**src/rtl/gowin_pkg.sv**
```systemverilog
// Shared types and widths for the Gowin MSI interrupt controller.
// msi_state_t is the request FSM; MSI_NUM_W is the width of tl_int_msinum.
package gowin_pkg;

    typedef enum logic [1:0] {
        IDLE = 2'd0,
        REQ  = 2'd1,
        GAP  = 2'd2
    } msi_state_t;

    localparam int MSI_NUM_W   = 5;
    localparam int MSI_MAX_VEC = 32;

endpackage

```
**src/rtl/msi_rr_pick.sv**
```systemverilog
// Combinational round-robin selector: first pending vector strictly after last,
// wrapping to the lowest pending vector when nothing above last is pending.
module msi_rr_pick
    import gowin_pkg::*;
#(
    parameter int C_NUM_VEC = 4
) (
    input  logic [C_NUM_VEC-1:0] pending_i,
    input  logic [MSI_NUM_W-1:0] last_i,
    output logic [MSI_NUM_W-1:0] sel_o,
    output logic                 any_o
);

    logic [MSI_NUM_W-1:0] sel_hi;
    logic [MSI_NUM_W-1:0] sel_lo;
    logic                 any_hi;
    logic                 any_lo;

    // Descending scan so the lowest matching index is the one left standing.
    always_comb begin
        sel_hi = '0;
        sel_lo = '0;
        any_hi = 1'b0;
        any_lo = 1'b0;
        for (int j = C_NUM_VEC - 1; j >= 0; j--) begin
            if (pending_i[j]) begin
                sel_lo = MSI_NUM_W'(j);
                any_lo = 1'b1;
                if (MSI_NUM_W'(j) > last_i) begin
                    sel_hi = MSI_NUM_W'(j);
                    any_hi = 1'b1;
                end
            end
        end
    end

    assign sel_o = any_hi ? sel_hi : sel_lo;
    assign any_o = any_lo;

endmodule

```
**src/rtl/gowin_msi_ctrl.sv**
```systemverilog
// Multi-vector MSI controller for the Gowin PCIe tl_int_* interface: latches
// per-vector events and serves them round-robin with one request outstanding.
module gowin_msi_ctrl
    import gowin_pkg::*;
#(
    parameter int C_NUM_VEC     = 4,
    parameter int C_ACK_TIMEOUT = 1023
) (
    input  logic                 clk,
    input  logic                 rst_n,
    input  logic [C_NUM_VEC-1:0] irq_i,
    input  logic                 msi_en_i,
    output logic                 tl_int_status_o,
    output logic                 tl_int_req_o,
    output logic [MSI_NUM_W-1:0] tl_int_msinum_o,
    input  logic                 tl_int_ack_i,
    output logic [C_NUM_VEC-1:0] pending_o,
    output logic                 busy_o,
    output logic [7:0]           err_cnt_o
);

    localparam logic [15:0]          TMO_LIMIT = 16'(C_ACK_TIMEOUT);
    localparam logic                 TMO_EN    = (C_ACK_TIMEOUT != 0);
    localparam logic [MSI_NUM_W-1:0] LAST_RST  = MSI_NUM_W'(C_NUM_VEC - 1);

    if (C_NUM_VEC < 1 || C_NUM_VEC > MSI_MAX_VEC) begin : g_bad_num_vec
        $error("gowin_msi_ctrl: C_NUM_VEC must be within 1..32");
    end

    msi_state_t           state_q,  state_d;
    logic [C_NUM_VEC-1:0] pending_q, pending_d;
    logic [C_NUM_VEC-1:0] clr;
    logic                 req_q,    req_d;
    logic [MSI_NUM_W-1:0] msinum_q, msinum_d;
    logic [MSI_NUM_W-1:0] last_q,   last_d;
    logic [15:0]          tmr_q,    tmr_d;
    logic [7:0]           err_q,    err_d;
    logic                 busy_q,   busy_d;
    logic                 status_q, status_d;
    logic [MSI_NUM_W-1:0] sel;
    logic                 any;
    logic                 ack_take;
    logic                 abort;

    msi_rr_pick #(
        .C_NUM_VEC (C_NUM_VEC)
    ) u_pick (
        .pending_i (pending_q),
        .last_i    (last_q),
        .sel_o     (sel),
        .any_o     (any)
    );

    // Ack outranks both abort causes, so abort is only evaluated without one.
    assign ack_take = (state_q == REQ) && tl_int_ack_i;
    assign abort    = (state_q == REQ) && !tl_int_ack_i &&
                      (!msi_en_i || (TMO_EN && (tmr_q == TMO_LIMIT)));

    for (genvar g = 0; g < C_NUM_VEC; g++) begin : g_clr
        assign clr[g] = ack_take && (msinum_q == MSI_NUM_W'(g));
    end

    assign pending_d = (pending_q & ~clr) | irq_i;
    assign status_d  = |pending_d;

    always_ff @(posedge clk or negedge rst_n) begin
        if (!rst_n) begin
            state_q <= IDLE;
        end else begin
            state_q <= state_d;
        end
    end

    always_comb begin
        state_d = state_q;
        case (state_q)
            IDLE:    if (msi_en_i && any) state_d = REQ;
            REQ:     if (ack_take || abort) state_d = GAP;
            GAP:     state_d = IDLE;
            default: state_d = IDLE;
        endcase
    end

    always_comb begin
        req_d    = (state_d == REQ);
        busy_d   = (state_d != IDLE);
        msinum_d = msinum_q;
        if (state_q == IDLE && state_d == REQ) msinum_d = sel;
        last_d   = ack_take ? msinum_q : last_q;
        tmr_d    = (state_q == REQ) ? tmr_q + 16'd1 : 16'd0;
        err_d    = err_q;
        if (abort && err_q != 8'hFF) err_d = err_q + 8'd1;
    end

    always_ff @(posedge clk or negedge rst_n) begin
        if (!rst_n) begin
            pending_q <= '0;
            req_q     <= 1'b0;
            msinum_q  <= '0;
            last_q    <= LAST_RST;
            tmr_q     <= '0;
            err_q     <= '0;
            busy_q    <= 1'b0;
            status_q  <= 1'b0;
        end else begin
            pending_q <= pending_d;
            req_q     <= req_d;
            msinum_q  <= msinum_d;
            last_q    <= last_d;
            tmr_q     <= tmr_d;
            err_q     <= err_d;
            busy_q    <= busy_d;
            status_q  <= status_d;
        end
    end

    assign tl_int_status_o = status_q;
    assign tl_int_req_o    = req_q;
    assign tl_int_msinum_o = msinum_q;
    assign pending_o       = pending_q;
    assign busy_o          = busy_q;
    assign err_cnt_o       = err_q;

endmodule

```
**config.mk**
```make
export PLATFORM = sky130hd
export DESIGN_NAME = gowin_msi_ctrl
export DESIGN_NICKNAME = d
export VERILOG_FILES = /design/src/rtl/gowin_pkg.sv /design/src/rtl/msi_rr_pick.sv /design/src/rtl/gowin_msi_ctrl.sv
export SDC_FILE = /design/constraint.sdc
export NUM_CORES = 1
export LEC_CHECK = 0
export BUFFER_PORTS_ARGS = -buffer_cell sky130_fd_sc_hd__clkbuf_2
export CORE_MARGIN = 5
export CORE_UTILIZATION = 50
export DETAILED_ROUTE_END_ITERATION = 12
export PLACE_DENSITY = 0.77
export SYNTH_ARGS = -nofsm -noshare
export SYNTH_HDL_FRONTEND = slang
export SYNTH_SLANG_ARGS = --single-unit
```
**constraint.sdc**
```tcl
create_clock -name clk -period 1.8 [get_ports clk]
set_input_delay 0.18 -clock clk [delete_from_list [all_inputs] [get_ports clk]]
set_output_delay 0.18 -clock clk [all_outputs]
set_load 0.05 [all_outputs]
```
# Word-level counts from Yosys, hierarchy flattened
# Index checks and enable logic that the tools add are counted.
[word_totals]
word_cells = 72
out_inout_bits = 20
reg_bits = 43
[op_classes]
n_eq_ne = 7
n_lt_le_gt_ge = 4
n_bitwise = 3
addsub = 2
muxes = 29
n_reduce_logical = 18
[op_table]
columns = ["cell", "n"]
rows = [
  ["$mux W5", 8],
  ["$add A16 B1 Y16 const B", 1],
  ["$eq A16 B10 Y1 const B", 1],
  ["$mux W16", 1],
  ["$mux W2", 7],
  ["$mux W1", 12],
  ["$eq A5 B2 Y1 const B", 2],
  ["$gt A1 B5 Y1 const A", 2],
  ["$gt A2 B5 Y1 const A", 2],
  ["$logic_and A1 B1 Y1", 10],
  ["$add A8 B1 Y8 const B", 1],
  ["$ne A8 B8 Y1 const B", 1],
  ["$eq A5 B1 Y1 const B", 1],
  ["$logic_not A5 Y1", 1],
  ["$and A4 B4 Y4", 1],
  ["$eq A2 B1 Y1 const B", 2],
  ["$not A4 Y4", 1],
  ["$or A4 B4 Y4", 1],
  ["$pmux W2 S2", 1],
  ["$reduce_or A4 Y1", 1],
  ["$logic_not A1 Y1", 2],
  ["$logic_not A2 Y1", 1],
  ["$logic_or A1 B1 Y1", 2],
  ["$reduce_bool A2 Y1", 1],
]

# Longest topological paths before layout
# Gate-level depths: netlist of the first run.
[logic_depth]
word_depth = 10
mapped_depth = 5

# By module
# Synthesis of the first run repeated with hierarchy kept, for this count alone.
[unflattened]
hier_cells = 185
hier_area_um2 = 2005.7
[by_module_without_submodules]
columns = ["mod", "cells_per_inst", "instances", "area_per_inst_um2", "seq_area_each_um2"]
rows = [
  ["gowin_msi_ctrl", 166, 1, 1896.8, 1078.5],
  ["msi_rr_pick", 19, 1, 108.9, 0.0],
]

# Least setup slack after synthesis of the first run
# OpenSTA, ideal clock, no wires.
[synth_timing]
path_kind = "reg2reg"
startpoint = "register msinum_q[1] (netlist: tl_int_msinum_o[1])"
endpoint = "register status_q (netlist: tl_int_status_o)"
n_path_buf = 0
setup_slack_ps = -82
required_ps = 1661
arrival_ps = 1744
setup_ps = 139
stages_incl_launch_ff = 4
synth_period_minus_slack_ps = 1882
path_cell_list = "dfrtp_1 > or3b_1 > a21o_1 > or4_4"
[synth_between]
elab_chain_len = 6
elab_cells_between_ends = 12
classes_between = "eq/ne: 3; bitwise: 3; reduce/logical: 6"
[synth_rtl]
columns = ["element", "line_no", "text"]
rows = [
  ["start, declared", "gowin_msi_ctrl.sv:34", "logic [MSI_NUM_W-1:0] msinum_q, msinum_d;"],
  ["start signal, assigned", "gowin_msi_ctrl.sv:108", "msinum_q <= msinum_d;"],
  ["$eq A5 B2 Y1", "gowin_msi_ctrl.sv:60", "assign clr[g] = ack_take && (msinum_q == MSI_NUM_W'(g));"],
  ["$logic_and A1 B1 Y1", "gowin_msi_ctrl.sv:60", ""],
  ["$not A4 Y4", "gowin_msi_ctrl.sv:63", "assign pending_d = (pending_q & ~clr) | irq_i;"],
  ["$and A4 B4 Y4", "gowin_msi_ctrl.sv:63", ""],
  ["$or A4 B4 Y4", "gowin_msi_ctrl.sv:63", ""],
  ["via pending_d[2]", "gowin_msi_ctrl.sv:31", "logic [C_NUM_VEC-1:0] pending_q, pending_d;"],
  ["$reduce_or A4 Y1", "gowin_msi_ctrl.sv:64", "assign status_d = |pending_d;"],
  ["via status_d", "gowin_msi_ctrl.sv:39", "logic status_q, status_d;"],
  ["end signal, assigned", "gowin_msi_ctrl.sv:113", "status_q <= status_d;"],
  ["end, declared", "gowin_msi_ctrl.sv:39", ""],
]
# The timed path passes the listed nets, and every way through them passes these cells.
# A chain may end at the register's enable or synchronous reset.

# Worst setup path in the final report of the first run
[layout_timing]
startpoint = "register tmr_q[1]"
endpoint = "register err_q[1] (netlist: err_cnt_o[1])"
[layout_between]
elab_chain_len = 4
[layout_rtl]
columns = ["element", "line_no", "text"]
rows = [
  ["start, declared", "gowin_msi_ctrl.sv:36", "logic [15:0] tmr_q, tmr_d;"],
  ["start signal, assigned", "gowin_msi_ctrl.sv:110", "tmr_q <= tmr_d;"],
  ["$eq A16 B10 Y1", "gowin_msi_ctrl.sv:57", "(!msi_en_i || (TMO_EN && (tmr_q == TMO_LIMIT)));"],
  ["$logic_or A1 B1 Y1", "gowin_msi_ctrl.sv:57", ""],
  ["$logic_and A1 B1 Y1", "gowin_msi_ctrl.sv:56", "assign abort = (state_q == REQ) && !tl_int_ack_i &&"],
  ["$logic_and A1 B1 Y1", "gowin_msi_ctrl.sv:92", "if (abort && err_q != 8'hFF) err_d = err_q + 8'd1;"],
  ["end signal, assigned", "gowin_msi_ctrl.sv:111", "err_q <= err_d;"],
  ["end, declared", "gowin_msi_ctrl.sv:37", "logic [7:0] err_q, err_d;"],
]
# Every way passes these cells.

==> run summary, run 1 <==
status: complete, no violations
Area growth, synth to finish: 24.0%
RSZ-0062 raised after global routing: yes
Die H: 70.0 microns
TritonCTS clock tree: yes
fmax: 558 MHz
worst skew pair latency: 0.35 ns
Syn. warnings: 0
Starting Density: 52.6%
H-tree Lvls: 2
skew final: 0.0162 ns
DRC viols: 0
Leak Pwr: 0.981 nW
antenna cells: 0
Buffers & Inverters on Critical Path: 0
reg2reg setup slack: 0.007 ns
final worst setup slack: 0.00748 ns
Yosys top cell area share: 48.7%
PortBufs: 24
Power Density: 1140 nW/um^2
Die Wd: 70.0 microns
Post-synth EDFFs: 0
# fillers: 269
crit-path leading delay family: compound AO/OA/AOI/OAI gates
All-Layer GR Usage: 17.0%
DRT iter0 DRCs: 89
final setup fails: 0
IO Pins: 28
Placer Congestion: 0.890
clk buf depth: 2
top_reg_cell synth: dfrtp_1
first-pass GRT wire length: 6710 microns
Layout Nets: 223
VDD IR-drop max: 0.00113 V
Via Count: 1439
Netlist cell types: 44
slowest stage delay, CP: 0.42 ns
WP data required: 2.04 ns
Inserted Clock Buffers: 5
# placed instances: 250
max cap viols: 0
most common cell after layout, fill and taps aside: dfrtp_1
Synth Instances: 171
core area: 3420 sq um
clock-pin transition on the worst setup and hold timing paths: 0.12 ns
DP Worst Slack: -0.0350 ns
iteration count of the initial detailed-routing pass: 4
HPWL Detailed: 2780 microns
Max Slew Vio Count: 0
commonest cells after routing, fill and taps aside: 31 x dfrtp_1, 24 x clkbuf_2, 18 x nor2_1
post-synthesis area per instance: 10.5 sq um
Hold Violations, Final: 0
Cell Rows: 21
full die area: 4900 sq um
Tmin final: 1.79 ns
Routed Antenna Nets: 0
Routed WL: 4030 microns
ys async rst share: 100%
CP Max Fanout: 7
slowest cell on the critical path: o31a_4
synthesized flop and latch total: 37
Root Buffer: clkbuf_4
Tightest Hold Check Type: primary input to flip-flop
Worst Max-Slew Pin Slew: 0.576 ns
CP Launch Type: flip-flop
Worst Path Arrival: 2.03 ns
cells along the critical path: ha_2 > nand3_4 > o31a_4 > nor3_4 > mux2_4
relative slew slack: 61.6%
grt total ovfl: 0
Syn Std Cell Area: 1800 sq um
post-synthesis sequential area ratio: 51.6%
leading area contributor after synthesis: dfrtp_1
final worst-path cycle share: 99.6%
initial antenna violation count: 0
synth top area cells: dfrtp_1 49%, xnor2_1 4.4%, xor2_1 4.4%, nor2_1 3.8%, dfstp_2 2.9%
Clock Sink Count: 37
routed length per instance: 15.5 microns
critical path class: flip-flop to flip-flop
largest net degree at the start of global routing: 38
vias per std cell: 5.53
vias in the first global route: 1458
share of cells above drive strength 1: 33.2%
Worst Setup End Kind: flip-flop
Layout Cells excl Fill: 260
## metrics by stage
step                hold slack (ns)  util, %  area [sq um]  power, mW   TNS, ns
floorplan                    -0.116        -          1820       1.68  -0.00208
CTS                          0.0186     62.7          2140       2.52   -0.0720
global placement              0.241     59.9          2050       1.87         0
finish                       0.0288     65.3          2230       2.55         0
global route                 0.0142     65.3          2230       2.67    -0.248
detailed placement            0.251     59.9          2050       1.91   -0.0350
## flip-flops by register name, summed over array words and instances (netlist names)
| name | count |
|---|---|
| tmr_q | 16 |
| err_cnt_o | 8 |
| pending_o | 4 |
| last_q | 2 |
| state_q | 2 |
| tl_int_msinum_o | 2 |
| busy_o | 1 |
| tl_int_req_o | 1 |
| tl_int_status_o | 1 |
## path summary, 6_finish.rpt
kind,startpoint,to,cells after the start
hold reg to reg,last_q[0],last_q[0],2
setup / recovery,tmr_q[1],err_cnt_o[1],5
max in group asynchronous,rst_n,err_cnt_o[0],3
setup reg to reg,tmr_q[1],err_cnt_o[1],5
min in group asynchronous,rst_n,tmr_q[6],3
hold / removal,irq_i[3],pending_o[3],2
## what timing repair did
action	CTS	global route
gates cloned	0	0
resized for setup	0	17
endpoints found under the hold margin	35	0
setup buffers	0	1
hold buffers	1	0
setup endpoints to repair	3	10
pin swaps	2	7
## where the power goes
group / internal (mW) / switching (mW) / leakage (nW)
clock network: 0.332 / 0.275 / 0.0455
logic: 0.266 / 0.539 / 0.472
registers: 0.978 / 0.158 / 0.463
total: 1.58 / 0.973 / 0.981
## cell usage after synthesis, types with 3 or more instances
cell type	instances
a21oi_1	8
nor4_1	8
nand2_1	8
nand2b_1	3
mux2_2	4
nand3_1	6
nor3_1	4
nand4_1	5
inv_1	7
o21ai_0	5
xor2_1	9
or3_1	3
xnor2_1	9
nor2_1	18
buf_4	3
dfrtp_1	35
## cells by family after synthesis
| kind of cell | Yosys count | synth area share (%) |
|---|---|---|
| flip-flops | 37 | 51.6 |
| buffers and inverters | 12 | 3.55 |
| XOR/XNOR | 18 | 8.77 |
| multiplexers | 5 | 3.06 |
| adder cells (fa/ha/maj) | 2 | 1.39 |
| AND/OR/NAND/NOR | 71 | 22.5 |
| AO/OA/AOI/OAI | 25 | 8.84 |
| other | 1 | 0.209 |
## worst register-to-register path: cells and delay by family, from the launching register on
kind	cells	cell delay (ns)
adders and majority gates	1	0.22
AOI/OAI and AO/OA	1	0.42
DFF	1	0.39
and+or+nand+nor	2	0.33
muxes	1	0.32
## metal layers
layer	part of all wire (%)	track usage, %	wire length (microns)
met1	42	21.0	1710
met2	51	29.0	2070
met3	4.4	3.44	178
met4	1.7	6.81	70
met5	0	0	0
## final cells by class
type                            count  area, sq um  share of cell area, %
Sequential cell                    37          933                   41.9
Timing Repair Buffer               38          228                   10.2
Clock inverter                      1         30.0                   1.35
Inverter                            7         26.3                   1.18
Tap cell                           46         57.6                   2.58
Multi-Input combinational cell    124          900                   40.3
Clock buffer                        7         55.1                   2.47
No activity file was read; power rests on OpenSTA's default activity.
==> run 2: changes to the inputs <==
Settings changed: PLACE_DENSITY 0.77 to unset, PLACE_DENSITY_LB_ADDON set to 0.3.
==> run summary, run 2 (synthesized netlist as in run 1, its figures left out) <==
Worst Path Arrival: 2.01 ns (was 2.03 ns)
antenna cells: 0 (unchanged)
vias in the first global route: 1550 (was 1458)
Power Total: 2.51 mW (was 2.55 mW)
DP Worst Slack: -0.0370 ns (was -0.0350 ns)
clk buf depth: 2 (unchanged)
Root Buffer: clkbuf_4 (unchanged)
slowest stage delay, CP: 0.50 ns (was 0.42 ns)
Hold WS: 0.0269 ns (was 0.0288 ns)
final setup fails: 0 (unchanged)
largest reg by FF count: tmr_q (unchanged)
# fillers: 290 (was 269)
initial antenna violation count: 0 (unchanged)
Clock Sink Count: 37 (unchanged)
H-tree Lvls: 2 (unchanged)
Layout Cells excl Fill: 268 (was 260)
Routed WL: 4150 microns (was 4030 microns)
Tightest Hold Check Type: primary input to flip-flop (unchanged)
Layout Nets: 231 (was 223)
max cap viols: 0 (unchanged)
slowest cell on the critical path: or4_4 (was o31a_4)
All-Layer GR Usage: 17.5% (was 17.0%)
HPWL Detailed: 2980 microns (was 2780 microns)
Power Density: 1120 nW/um^2 (was 1140 nW/um^2)
iteration count of the initial detailed-routing pass: 4 (unchanged)
clock-pin transition on the worst setup and hold timing paths: 0.12 ns (about the same)
vias per std cell: 5.52 (was 5.53)
Area growth, synth to finish: 25.2% (was 24.0%)
share of cells above drive strength 1: 34.7% (was 33.2%)
relative slew slack: 61.4% (was 61.6%)
Inserted Clock Buffers: 5 (unchanged)
RSZ-0062 raised after global routing: yes (unchanged)
fin area: 2250 sq um (was 2230 sq um)
final worst-path cycle share: 98.6% (was 99.6%)
routed length per instance: 15.5 microns (about the same)
Util after Layout: 65.9% (was 65.3%)
Worst Setup End Kind: flip-flop (unchanged)
Worst Max-Slew Pin Slew: 0.580 ns (was 0.576 ns)
commonest cells after routing, fill and taps aside: 31 x dfrtp_1, 24 x clkbuf_2, 21 x buf_4 (was 31 x dfrtp_1, 24 x clkbuf_2, 18 x nor2_1)
cells along the critical path: buf_4 > and2b_2 > nand4_1 > a21o_1 > or4_4 (was ha_2 > nand3_4 > o31a_4 > nor3_4 > mux2_4)
core area: 3420 sq um (unchanged)
critical path class: flip-flop to flip-flop (unchanged)
Tmin final: 1.77 ns (was 1.79 ns)
Routed Antenna Nets: 0 (unchanged)
# placed instances: 254 (was 250)
VDD IR-drop max: 0.000860 V (was 0.00113 V)
fmax: 564 MHz (was 558 MHz)
Hold Violations, Final: 0 (unchanged)
Placer Congestion: 0.853 (was 0.890)
max FFs per register: 16 (unchanged)
Max Slew Vio Count: 0 (unchanged)
CP Max Fanout: 4 (was 7)
area of the multi-input gates: 876 sq um (was 900 sq um)
Starting Density: 52.6% (unchanged)
CP Launch Type: flip-flop (unchanged)
DRT iter0 DRCs: 64 (was 89)
final worst setup slack: 0.0256 ns (was 0.00748 ns)
largest net degree at the start of global routing: 22 (was 38)
Cell Rows: 21 (unchanged)
first-pass GRT wire length: 6890 microns (was 6710 microns)
Via Count: 1479 (was 1439)
total negative slack: 0 ns (unchanged)
dpl cell area: 2080 sq um (was 2050 sq um)
status: complete, no violations (unchanged)
DRC viols: 0 (unchanged)
worst skew pair latency: 0.35 ns (about the same)
grt total ovfl: 0 (unchanged)
full die area: 4900 sq um (unchanged)
WP data required: 2.03 ns (was 2.04 ns)
Leak Pwr: 0.997 nW (was 0.981 nW)
IO Pins: 28 (unchanged)
PortBufs: 24 (unchanged)
most common cell after layout, fill and taps aside: dfrtp_1 (unchanged)
register area: 933 sq um (unchanged)
TritonCTS clock tree: yes (unchanged)
Die Wd: 70.0 microns (unchanged)
skew final: 0.0128 ns (was 0.0162 ns)
Die H: 70.0 microns (unchanged)
## run 2: area by class of cell
type | instances | area share, %
multi-input combinational | 124 | 38.9
sequential | 37 | 41.5
clock inverter | 1 | 0.222
tap | 46 | 2.56
inverter | 7 | 1.17
clock buffer | 7 | 2.89
timing repair buffer | 46 | 12.8
## run 2: per-layer routing
| metal | wire length (microns) | GRT usage, % | vias to the layer above |
|---|---|---|---|
| li1 | - | - | 708 |
| met1 | 1740 | 21.0 | 726 |
| met2 | 2140 | 29.1 | 35 |
| met3 | 164 | 4.30 | 10 |
| met4 | 98 | 8.72 | 0 |
| met5 | 0 | 0 | - |
## run 2: report_power, final
part           internal [mW]  leakage [nW]  total, mW  switching [mW]
Clock                  0.226        0.0413      0.507           0.280
Combinational          0.315         0.493      0.894           0.578
Sequential             0.977         0.463       1.11           0.134
## run 2: worst paths after layout
kind / from / cells past startpoint / slack, ns / end
setup reg to reg: state_q[1] / 5 / 0.03 / tl_int_status_o
hold reg to reg: err_cnt_o[0] / 1 / 0.50 / err_cnt_o[0]
hold / removal: irq_i[3] / 2 / 0.03 / pending_o[3]
setup / recovery: state_q[1] / 5 / 0.03 / tl_int_status_o
min in group asynchronous: rst_n / 2 / 0.32 / state_q[1]
max in group asynchronous: rst_n / 3 / 0.87 / last_q[0]
## run 2: repair_timing
item / CTS / global route
hold buffers: 1 / 0
endpoints found under the setup margin: 2 / 9
cloned: 0 / 0
gates resized for setup: 1 / 11
hold endpoints to repair: 19 / 0
pin swaps: 2 / 7
setup buffers: 1 / 5
## run 2: critical path, delay by kind of cell (launching register included)
kind,cells,cell delay [ns]
AND/OR/NAND/NOR,3,0.86
flip-flops,1,0.43
AO/OA/AOI/OAI,1,0.19
buffers and inverters,1,0.16
